**src/rtl/logic_ram_loader_if.sv**
```systemverilog
// Host byte link and logic-controller bank signals for logic_ram_loader.
// The master modport is the loader side; the slave modport is the host/controller side.
interface logic_ram_loader_if;
  logic [7:0]  rx_data;
  logic        rx_valid;
  logic        rx_ready;
  logic        Logic_req;
  logic [15:0] Logic_Addr;
  logic [7:0]  Logic_Data;
  logic        Logic_Wren;
  logic [7:0]  Logic_Init_Ctrl;
  logic        Logic_Init_wr;
  logic        load_busy;
  logic        load_done;
  logic        load_err;

  modport master (
    input  rx_data, rx_valid, Logic_req,
    output rx_ready, Logic_Addr, Logic_Data, Logic_Wren, Logic_Init_Ctrl,
           Logic_Init_wr, load_busy, load_done, load_err
  );

  modport slave (
    output rx_data, rx_valid, Logic_req,
    input  rx_ready, Logic_Addr, Logic_Data, Logic_Wren, Logic_Init_Ctrl,
           Logic_Init_wr, load_busy, load_done, load_err
  );
endinterface

```
**src/rtl/logic_ram_loader.sv**
```systemverilog
// Write-side master for the logic-engine programming bus: framed host bytes -> RAM writes / init updates.
// Define LOGIC_LOADER_CSUM_EN to require a trailing checksum byte on every frame.
module logic_ram_loader #(
  parameter logic [7:0]  SYNC_BYTE   = 8'hA5,
  parameter int unsigned MAX_LEN     = 1024,
  parameter int unsigned TIMEOUT_CYC = 65535
) (
  input logic                clk,
  input logic                rstn,
  logic_ram_loader_if.master bus
);
  localparam logic [15:0] LP_MAX_LEN = 16'(MAX_LEN);
  localparam logic [15:0] LP_TMO     = 16'(TIMEOUT_CYC);

  typedef enum logic [3:0] {
    S_IDLE, S_CMD, S_CHAN, S_ADRH, S_ADRL, S_LENH, S_LENL, S_DATA, S_INIT
`ifdef LOGIC_LOADER_CSUM_EN
    , S_CSUM
`endif
  } state_t;

  state_t      r_state, w_state_nxt;
  logic        r_rdy_en;
  logic [15:0] r_tmo;
  logic [2:0]  r_ch;
  logic [9:0]  r_off;
  logic [7:0]  r_lenh;
  logic [10:0] r_rem;
  logic [15:0] r_addr;
  logic [7:0]  r_data;
  logic        r_wren;
  logic [7:0]  r_init_ctrl;
  logic        r_init_wr;
  logic        r_done;
  logic        r_err;
`ifdef LOGIC_LOADER_CSUM_EN
  logic [7:0]  r_sum;
  logic [7:0]  r_val;
  logic        r_is_init;
`endif

  logic        w_rdy, w_acc, w_tmo_hit;
  logic        w_wr, w_init, w_done, w_err;
  logic [7:0]  w_byte, w_init_val;
  logic [15:0] w_len;

  // rx_ready is held low through reset and the first clock after release.
  assign w_rdy     = r_rdy_en & ~bus.Logic_req;
  assign w_acc     = bus.rx_valid & w_rdy;
  assign w_byte    = bus.rx_data;
  assign w_len     = {r_lenh, w_byte};
  assign w_tmo_hit = (r_state != S_IDLE) & ~bus.Logic_req & ~w_acc & (r_tmo == LP_TMO);

  always_ff @(posedge clk or negedge rstn) begin
    if (!rstn) r_state <= S_IDLE;
    else       r_state <= w_state_nxt;
  end

  always_comb begin
    w_state_nxt = r_state;
    w_wr        = 1'b0;
    w_init      = 1'b0;
    w_done      = 1'b0;
    w_err       = 1'b0;
    w_init_val  = w_byte;
    if (w_tmo_hit) begin
      w_state_nxt = S_IDLE;
      w_err       = 1'b1;
    end else if (w_acc) begin
      case (r_state)
        S_IDLE: if (w_byte == SYNC_BYTE) w_state_nxt = S_CMD;
        S_CMD: begin
          if (w_byte == 8'h01)      w_state_nxt = S_CHAN;
          else if (w_byte == 8'h02) w_state_nxt = S_INIT;
          else begin
            w_state_nxt = S_IDLE;
            w_err       = 1'b1;
          end
        end
        S_CHAN: begin
          w_state_nxt = (|w_byte[7:3]) ? S_IDLE : S_ADRH;
          w_err       = |w_byte[7:3];
        end
        S_ADRH: begin
          w_state_nxt = (|w_byte[7:2]) ? S_IDLE : S_ADRL;
          w_err       = |w_byte[7:2];
        end
        S_ADRL: w_state_nxt = S_LENH;
        S_LENH: w_state_nxt = S_LENL;
        S_LENL: begin
          if (w_len == 16'd0 || w_len > LP_MAX_LEN) begin
            w_state_nxt = S_IDLE;
            w_err       = 1'b1;
          end else begin
            w_state_nxt = S_DATA;
          end
        end
        S_DATA: begin
          w_wr = 1'b1;
          if (r_rem == 11'd1) begin
`ifdef LOGIC_LOADER_CSUM_EN
            w_state_nxt = S_CSUM;
`else
            w_state_nxt = S_IDLE;
            w_done      = 1'b1;
`endif
          end
        end
`ifdef LOGIC_LOADER_CSUM_EN
        S_INIT: w_state_nxt = S_CSUM;
        // INIT value was parked in r_val and is only published once the sum verifies.
        S_CSUM: begin
          w_state_nxt = S_IDLE;
          if ((r_sum + w_byte) == 8'h00) begin
            w_done     = 1'b1;
            w_init     = r_is_init;
            w_init_val = r_val;
          end else begin
            w_err = 1'b1;
          end
        end
`else
        S_INIT: begin
          w_state_nxt = S_IDLE;
          w_init      = 1'b1;
          w_done      = 1'b1;
        end
`endif
        default: w_state_nxt = S_IDLE;
      endcase
    end
  end

  always_ff @(posedge clk or negedge rstn) begin
    if (!rstn) begin
      r_rdy_en    <= 1'b0;
      r_tmo       <= '0;
      r_ch        <= '0;
      r_off       <= '0;
      r_lenh      <= '0;
      r_rem       <= '0;
      r_addr      <= '0;
      r_data      <= '0;
      r_wren      <= 1'b0;
      r_init_ctrl <= '0;
      r_init_wr   <= 1'b0;
      r_done      <= 1'b0;
      r_err       <= 1'b0;
    end else begin
      r_rdy_en  <= 1'b1;
      r_wren    <= w_wr;
      r_init_wr <= w_init;
      r_done    <= w_done;
      if (w_acc || w_tmo_hit || r_state == S_IDLE) r_tmo <= '0;
      else if (!bus.Logic_req)                     r_tmo <= r_tmo + 16'd1;
      if (w_err)                                                r_err <= 1'b1;
      else if (w_acc && r_state == S_IDLE && w_byte == SYNC_BYTE) r_err <= 1'b0;
      if (w_init) r_init_ctrl <= w_init_val;
      if (w_acc) begin
        case (r_state)
          S_CHAN: r_ch        <= w_byte[2:0];
          S_ADRH: r_off[9:8]  <= w_byte[1:0];
          S_ADRL: r_off[7:0]  <= w_byte;
          S_LENH: r_lenh      <= w_byte;
          S_LENL: r_rem       <= w_len[10:0];
          S_DATA: begin
            r_addr <= {3'b000, r_ch, r_off};
            r_data <= w_byte;
            r_off  <= r_off + 10'd1;
            r_rem  <= r_rem - 11'd1;
          end
          default: ;
        endcase
      end
    end
  end

`ifdef LOGIC_LOADER_CSUM_EN
  always_ff @(posedge clk or negedge rstn) begin
    if (!rstn) begin
      r_sum     <= '0;
      r_val     <= '0;
      r_is_init <= 1'b0;
    end else if (w_acc) begin
      r_sum <= (r_state == S_IDLE) ? 8'h00 : r_sum + w_byte;
      if (r_state == S_CMD)  r_is_init <= (w_byte == 8'h02);
      if (r_state == S_INIT) r_val     <= w_byte;
    end
  end
`endif

  assign bus.rx_ready        = w_rdy;
  assign bus.Logic_Addr      = r_addr;
  assign bus.Logic_Data      = r_data;
  assign bus.Logic_Wren      = r_wren;
  assign bus.Logic_Init_Ctrl = r_init_ctrl;
  assign bus.Logic_Init_wr   = r_init_wr;
  assign bus.load_busy       = (r_state != S_IDLE);
  assign bus.load_done       = r_done;
  assign bus.load_err        = r_err;
endmodule
```
**src/flat_wrapper.sv**
```systemverilog
// flat-port wrapper written by rule: the top's interface ports become plain ports
module logic_ram_loader_flat 
#(
  parameter logic [7:0]  SYNC_BYTE   = 8'hA5,
  parameter int unsigned MAX_LEN     = 1024,
  parameter int unsigned TIMEOUT_CYC = 65535
)
  (clk, rstn, bus_rx_data, bus_rx_valid, bus_Logic_req, bus_rx_ready, bus_Logic_Addr, bus_Logic_Data, bus_Logic_Wren, bus_Logic_Init_Ctrl, bus_Logic_Init_wr, bus_load_busy, bus_load_done, bus_load_err);
  logic_ram_loader_if bus_i ();
  input logic clk;
  input logic rstn;
  input wire logic [$bits(bus_i.rx_data)-1:0] bus_rx_data;
  input wire logic [$bits(bus_i.rx_valid)-1:0] bus_rx_valid;
  input wire logic [$bits(bus_i.Logic_req)-1:0] bus_Logic_req;
  output wire logic [$bits(bus_i.rx_ready)-1:0] bus_rx_ready;
  output wire logic [$bits(bus_i.Logic_Addr)-1:0] bus_Logic_Addr;
  output wire logic [$bits(bus_i.Logic_Data)-1:0] bus_Logic_Data;
  output wire logic [$bits(bus_i.Logic_Wren)-1:0] bus_Logic_Wren;
  output wire logic [$bits(bus_i.Logic_Init_Ctrl)-1:0] bus_Logic_Init_Ctrl;
  output wire logic [$bits(bus_i.Logic_Init_wr)-1:0] bus_Logic_Init_wr;
  output wire logic [$bits(bus_i.load_busy)-1:0] bus_load_busy;
  output wire logic [$bits(bus_i.load_done)-1:0] bus_load_done;
  output wire logic [$bits(bus_i.load_err)-1:0] bus_load_err;
  assign bus_i.rx_data = bus_rx_data;
  assign bus_i.rx_valid = bus_rx_valid;
  assign bus_i.Logic_req = bus_Logic_req;
  assign bus_rx_ready = bus_i.rx_ready;
  assign bus_Logic_Addr = bus_i.Logic_Addr;
  assign bus_Logic_Data = bus_i.Logic_Data;
  assign bus_Logic_Wren = bus_i.Logic_Wren;
  assign bus_Logic_Init_Ctrl = bus_i.Logic_Init_Ctrl;
  assign bus_Logic_Init_wr = bus_i.Logic_Init_wr;
  assign bus_load_busy = bus_i.load_busy;
  assign bus_load_done = bus_i.load_done;
  assign bus_load_err = bus_i.load_err;
  logic_ram_loader #(.SYNC_BYTE(SYNC_BYTE), .MAX_LEN(MAX_LEN), .TIMEOUT_CYC(TIMEOUT_CYC)) u_core (.clk(clk), .rstn(rstn), .bus(bus_i));
endmodule
```
**config.mk**
```make
export PLATFORM = sky130hd
export DESIGN_NAME = logic_ram_loader_flat
export DESIGN_NICKNAME = d
export VERILOG_FILES = /design/src/rtl/logic_ram_loader_if.sv /design/src/rtl/logic_ram_loader.sv /design/src/flat_wrapper.sv
export SDC_FILE = /design/constraint.sdc
export NUM_CORES = 1
export LEC_CHECK = 0
export CORE_ASPECT_RATIO = 0.8
export CORE_MARGIN = 2
export CORE_UTILIZATION = 42
export DETAILED_ROUTE_END_ITERATION = 16
export MAX_ROUTING_LAYER = met4
export PLACE_DENSITY_LB_ADDON = 0.05
export SETUP_SLACK_MARGIN = 0.2
export SLEW_MARGIN = 15
export SYNTH_ARGS = -nofsm -noshare
export SYNTH_HDL_FRONTEND = slang
export SYNTH_SLANG_ARGS = --single-unit
```
**constraint.sdc**
```tcl
create_clock -name clk -period 2.5 [get_ports clk]
set_input_delay 0.25 -clock clk [delete_from_list [all_inputs] [get_ports clk]]
set_output_delay 0.25 -clock clk [all_outputs]
set_load 0.02 [all_outputs]
```
# After elaboration in Yosys (flattened, before gate mapping)
# Index checks and enable logic that the tools add are counted.
[op_classes]
addsub = 3
magnitude_cmp = 1
eq_ne = 16
muxes = 33
bitwise_logic = 7
reduce_logical = 22
[ops]
columns = ["op", "n"]
rows = [
  ["16-bit two-way mux", 2],
  ["4-bit case mux with 8 select lines", 1],
  ["4-bit two-way mux", 6],
  ["11-bit case mux with 2 select lines", 1],
  ["16-bit by 1-bit adder with 16-bit output, second input constant", 1],
  ["16-bit equality test, second input constant", 1],
  ["4-bit by 3-bit equality test with 1-bit output, second input constant", 4],
  ["16-bit by 11-bit greater-than comparator with 1-bit output, second input constant", 1],
  ["16-bit zero test", 1],
  ["1-bit two-way mux", 16],
  ["8-bit case mux with 2 select lines", 1],
  ["2-bit AND reduction", 6],
  ["11-bit by 1-bit equality test with 1-bit output, second input constant", 1],
  ["11-bit by 1-bit subtractor with 11-bit output, second input constant", 1],
  ["10-bit by 1-bit adder with 10-bit output, second input constant", 1],
  ["2-bit nonzero test", 5],
  ["4-bit by 2-bit equality test with 1-bit output, second input constant", 2],
  ["8-bit by 1-bit equality test with 1-bit output, second input constant", 1],
  ["8-bit by 2-bit equality test with 1-bit output, second input constant", 1],
  ["8-bit equality test, second input constant", 1],
  ["3-bit two-way mux", 2],
  ["3-bit by 1-bit != test with 1-bit output, second input constant", 2],
  ["6-bit OR reduction", 1],
  ["1-bit bitwise AND", 5],
  ["14 further kinds", 18],
]
[totals]
register_bits = 86
inputBits = 12
output_inout_bits = 38
word_cells = 97

# Depth between registers and ports, before layout
[depth]
depth_word = 9
mapped_depth = 8

# Worst setup path after synthesis
# OpenSTA, ideal clock, no wires.
[synth_path]
kind = "input-to-reg"
start = "in bus_Logic_req"
end = "reg u_core.r_state[3]"
setup_ns = 0.078
t_arrival_ns = 1.890
setup_slack_ns = 0.532
path_stages = 6
n_path_buf = 1
path_cell_list = "buf_2 nor2b_1 nand2_1 a211o_2 or4_1 a21boi_1"
[synth_via]
elab_chain_cells = 8
elab_cells_between_ends = 12
cone_classes = "2 x eq/ne; 1 x mux; 7 x bitwise; 2 x reduce/logical"
[synth_lines]
columns = ["element", "line", "text"]
rows = [
  ["start, declared", "flat_wrapper.sv:14", "input wire logic [$bits(bus_i.Logic_req)-1:0] bus_Logic_req;"],
  ["1-bit inverter *", "logic_ram_loader.sv:48", "assign w_rdy = r_rdy_en & ~bus.Logic_req;"],
  ["1-bit bitwise AND *", "logic_ram_loader.sv:48", ""],
  ["named net bus_rx_ready", "flat_wrapper.sv:15", "output wire logic [$bits(bus_i.rx_ready)-1:0] bus_rx_ready;"],
  ["1-bit bitwise AND *", "logic_ram_loader.sv:49", "assign w_acc = bus.rx_valid & w_rdy;"],
  ["1-bit inverter", "logic_ram_loader.sv:52", "assign w_tmo_hit = (r_state != S_IDLE) & ~bus.Logic_req & ~w_acc & (r_tmo == LP_TMO);"],
  ["1-bit bitwise AND (2 in a row)", "logic_ram_loader.sv:52", ""],
  ["3-bit by 1-bit != test with 1-bit output (no source line) or 2-bit nonzero test (tied branches)", "--", ""],
  ["3-bit AND reduction (no source line)", "--", ""],
  ["end signal, assigned", "logic_ram_loader.sv:56", "else r_state <= w_state_nxt;"],
  ["end, declared", "logic_ram_loader.sv:22", "state_t r_state, w_state_nxt;"],
]
# Mark *: on every way through the listed nets, which the timed path passes. The rest lies on a longest branch.
# A chain may end at the register's enable or synchronous reset.

# Worst setup path after layout
[layout_path]
start = "reg u_core.r_state[1]"
end = "out bus_load_busy"
[layout_via]
elab_chain_cells = 1
[layout_lines]
columns = ["element", "line", "text"]
rows = [
  ["4-bit nonzero test", "logic_ram_loader.sv:198", "assign bus.load_busy = (r_state != S_IDLE);"],
  ["end, declared", "flat_wrapper.sv:21", "output wire logic [$bits(bus_i.load_busy)-1:0] bus_load_busy;"],
]
# No other way between the ends.

==> results.md <==
- DP Cell Count: 585
- Status: finished, final reports clean
- Final Wtd Congestion: 0.892
- Yosys warnings: 0
- Hold Vio Cnt, Final: 0
- Total Wirelength: 10600 um
- Total GRT Usage: 0.221
- Final non-filler cell total: 602
- CP Launch Type: flip-flop
- Residual DRC: 0
- Pwr Density: 580 nW/um2
- Nets: 477
- Crit end category: primary output
- Util after Layout: 0.536
- Largest net degree at the start of global routing: 45
- Clock sink total: 86
- Post-synthesis mux area share: 0.112
- Clk_lat worst skew: 0.34 ns
- Core outline area: 9690 um2
- Compound-Gate Fraction of Synth Area: 0.121
- Crit Path Max Fanout: 10
- DP Worst Slack: 0.171 ns
- Worst r2r path cells: 5
- Die Y: 93.3 um
- Top routing layer in use: met4
- First-pass GRT wire length: 17600 um
- RSZ-0062 raised after global routing: no
- Synth Register Bits: 86
- Vias in the first global route: 3229
- Slew margin rel.: 0.600
- Ant. Diodes: 0
- Routed met2 length: 4510 um
- Period utilization: 0.897
- Num CTS Buffers: 9
- Area after DPL: 4900 um2
- Simple-Gate Fraction of Synth Area: 0.176
- Sequential share of the synthesized area: 0.514
- Most frequent cells after synthesis: dfrtp_1 (86), nor2_1 (45), mux2_2 (40), nand2_1 (33)
- EDFF count, synth: 0
- Syn avg cell area: 10.4 um2
- Cell area after layout: 5200 um2
- Met3 wire length: 600 um
- Antenna viol nets, final: 0
- Share of layout cells above drive strength 1: 0.193
- I/O pin cnt: 50
- WL met1: 5360 um
- Routed wire per std cell: about 18 um
- Vias per cell: 5.43
- Row Count: 32
- R2R Path Start: u_core.r_rem[8]
- DIE AREA: 10800 um2
- Antenna violations before repair: 0
- Fillers: 909
- Static Leak: 2.26 nW
- TritonCTS clock tree: built
- Synth area leaders: dfrtp_1 (51%), mux2_2 (11%), nor2_1 (4.0%), nand2_1 (3.0%), a21oi_1 (2.4%)
- Initial Util: 0.432
- Max Cap Viol: 0
- Worst min path class: primary input to asynchronous set/reset pin
- Netlist cell types: 57
- Largest family of logic cells by synthesized area: simple AND/OR/NAND/NOR gates
- Ys async rst share: 1.00
- Port Buf Inserts: 46
- Clk_skew: 0.0100 ns
- Vias: 3269
- Yosys top cell by area: dfrtp_1
- Xor and xnor area share after synthesis: 0.0314
- R2R Path End: u_core.r_state[3]
- Setup TNS: 0 ns
- Reg2Reg Setup Slack: 0.38 ns
- CTS max path bufs: 2
- Area delta synth->final: 24.0%
- Arrival @ worst endpoint: 1.99 ns
- Worst Setup Path Type: flip-flop to primary output
- Tightest Pin Transition: 0.600 ns
- Top FF cell, synth: dfrtp_1
- Post-Syn Instances: 401
- Max Clock Freq: 446 MHz
- Chip Width: 116 um
- Number of DRC markers in iteration 0: 227
- Total grt overflow: 0
- VDD IR-drop max: 392 uV
- Final setup fails: 0
- Htree depth: 3
- Syn Std Cell Area: 4190 um2
- Slew Limit Fails: 0
- Clock transition at path regs: ~0.06 ns
- Final min period: approximately 2.2 ns
- Dpl hpwl: 7410 um
- Final setup margin: 0.258 ns
- CTS root buffer: clkbuf_16
- Adder-cell share of the synthesized area: 0.0119
- Count leader, synth: dfrtp_1
- Synth top area share: 0.514
- First-pass DRT Iterations: 4
- CP required: 2.25 ns
-- metal layers --
metal,up-vias,track usage
li1,1549,-
met4,0,0.0585
met3,10,0.0506
met2,102,0.308
met5,-,-
met1,1608,0.324
-- layout make-up --
class                      count  area, um2  area share
clock inverter                 4       32.5     0.00626
inverter                       6       22.5     0.00433
multi-input combinational    290       1920       0.370
sequential                    86       2150       0.414
clock buffer                  12        246      0.0474
tap                          136        170      0.0327
timing repair buffer          68        651       0.125
-- how the worst max path moves through the flow --
stage	cells past startpoint	slack, ns	start	endpoint
after floorplan	6	0.53	bus_Logic_req	u_core.r_state[3]
after global placement	7	0.20	bus_Logic_req	u_core.r_rem[1]
after detailed placement	7	0.17	bus_Logic_req	u_core.r_rem[1]
after CTS	2	0.24	u_core.r_state[0]	bus_load_busy
after global routing	2	0.21	u_core.r_state[1]	bus_load_busy
final	2	0.26	u_core.r_state[1]	bus_load_busy
-- kinds of logic after synthesis --
group,count (synthesis)
adders and majority gates,4
xor gates and xnor gates,15
and+or+nand+nor,146
DFF,86
buffers and inverters,27
other,2
muxes,42
AOI/OAI and AO/OA,79
-- registers in the layout (all words and copies together) (netlist names) --
signal / flops
u_core.r_rdy_en: 1
u_core.bus.Logic_Init_wr: 1
u_core.bus.load_err: 1
u_core.r_tmo: 16
u_core.r_ch: 3
u_core.bus.Logic_Init_Ctrl: 8
u_core.bus.Logic_Wren: 1
u_core.r_rem: 11
u_core.bus.load_done: 1
u_core.bus.Logic_Data: 8
u_core.r_off: 10
u_core.r_lenh: 8
u_core.bus.Logic_Addr: 13
u_core.r_state: 4
-- where the power goes --
| group | switching, mW | internal, mW |
|---|---|---|
| clock network | 0.559 | 0.705 |
| registers | 0.0364 | 1.42 |
| logic | 0.177 | 0.123 |
-- layout by cell type (no fill, tap or decap), types with 3 or more instances in the layout --
cell type / instances
dfrtp_1: 85
clkdlybuf4s50_1: 45
nor2_1: 44
mux2_2: 40
nand2_1: 33
nand3_1: 20
a21oi_1: 20
buf_4: 20
o21ai_0: 19
nor3_1: 9
xnor2_1: 9
clkbuf_16: 9
inv_1: 6
a31oi_1: 6
xor2_1: 6
o31ai_1: 5
nor2b_1: 4
o2bb2ai_1: 4
ha_1: 4
conb_1: 4
nand4_1: 3
nand4b_1: 3
a22o_1: 3
and3_1: 3
or4_1: 3
nor4_1: 3
or3_1: 3
o22ai_1: 3
-- critical path: stages, from the launching register on --
cell,delay (ns)
dfrtp_1,0.50
or4_4,0.60
clkdlybuf4s50_1,0.55
-- repair_timing --
item | CTS | global route
buffers inserted | 0 | 0
gates resized for setup | 0 | 2
hold endpoints to repair | 43 | 0
setup endpoints to repair | 0 | 2
hold buffers | 1 | 0
-- through the flow --
stage | hold WS, ns | power, mW
detailed placement | 0.281 | 1.78
global placement | 0.295 | 1.78
finish | 0.455 | 3.02
CTS | 0.470 | 3.06
floorplan | -0.0456 | 1.63
global route | 0.521 | 3.15
No activity file was read; power rests on OpenSTA's default activity.
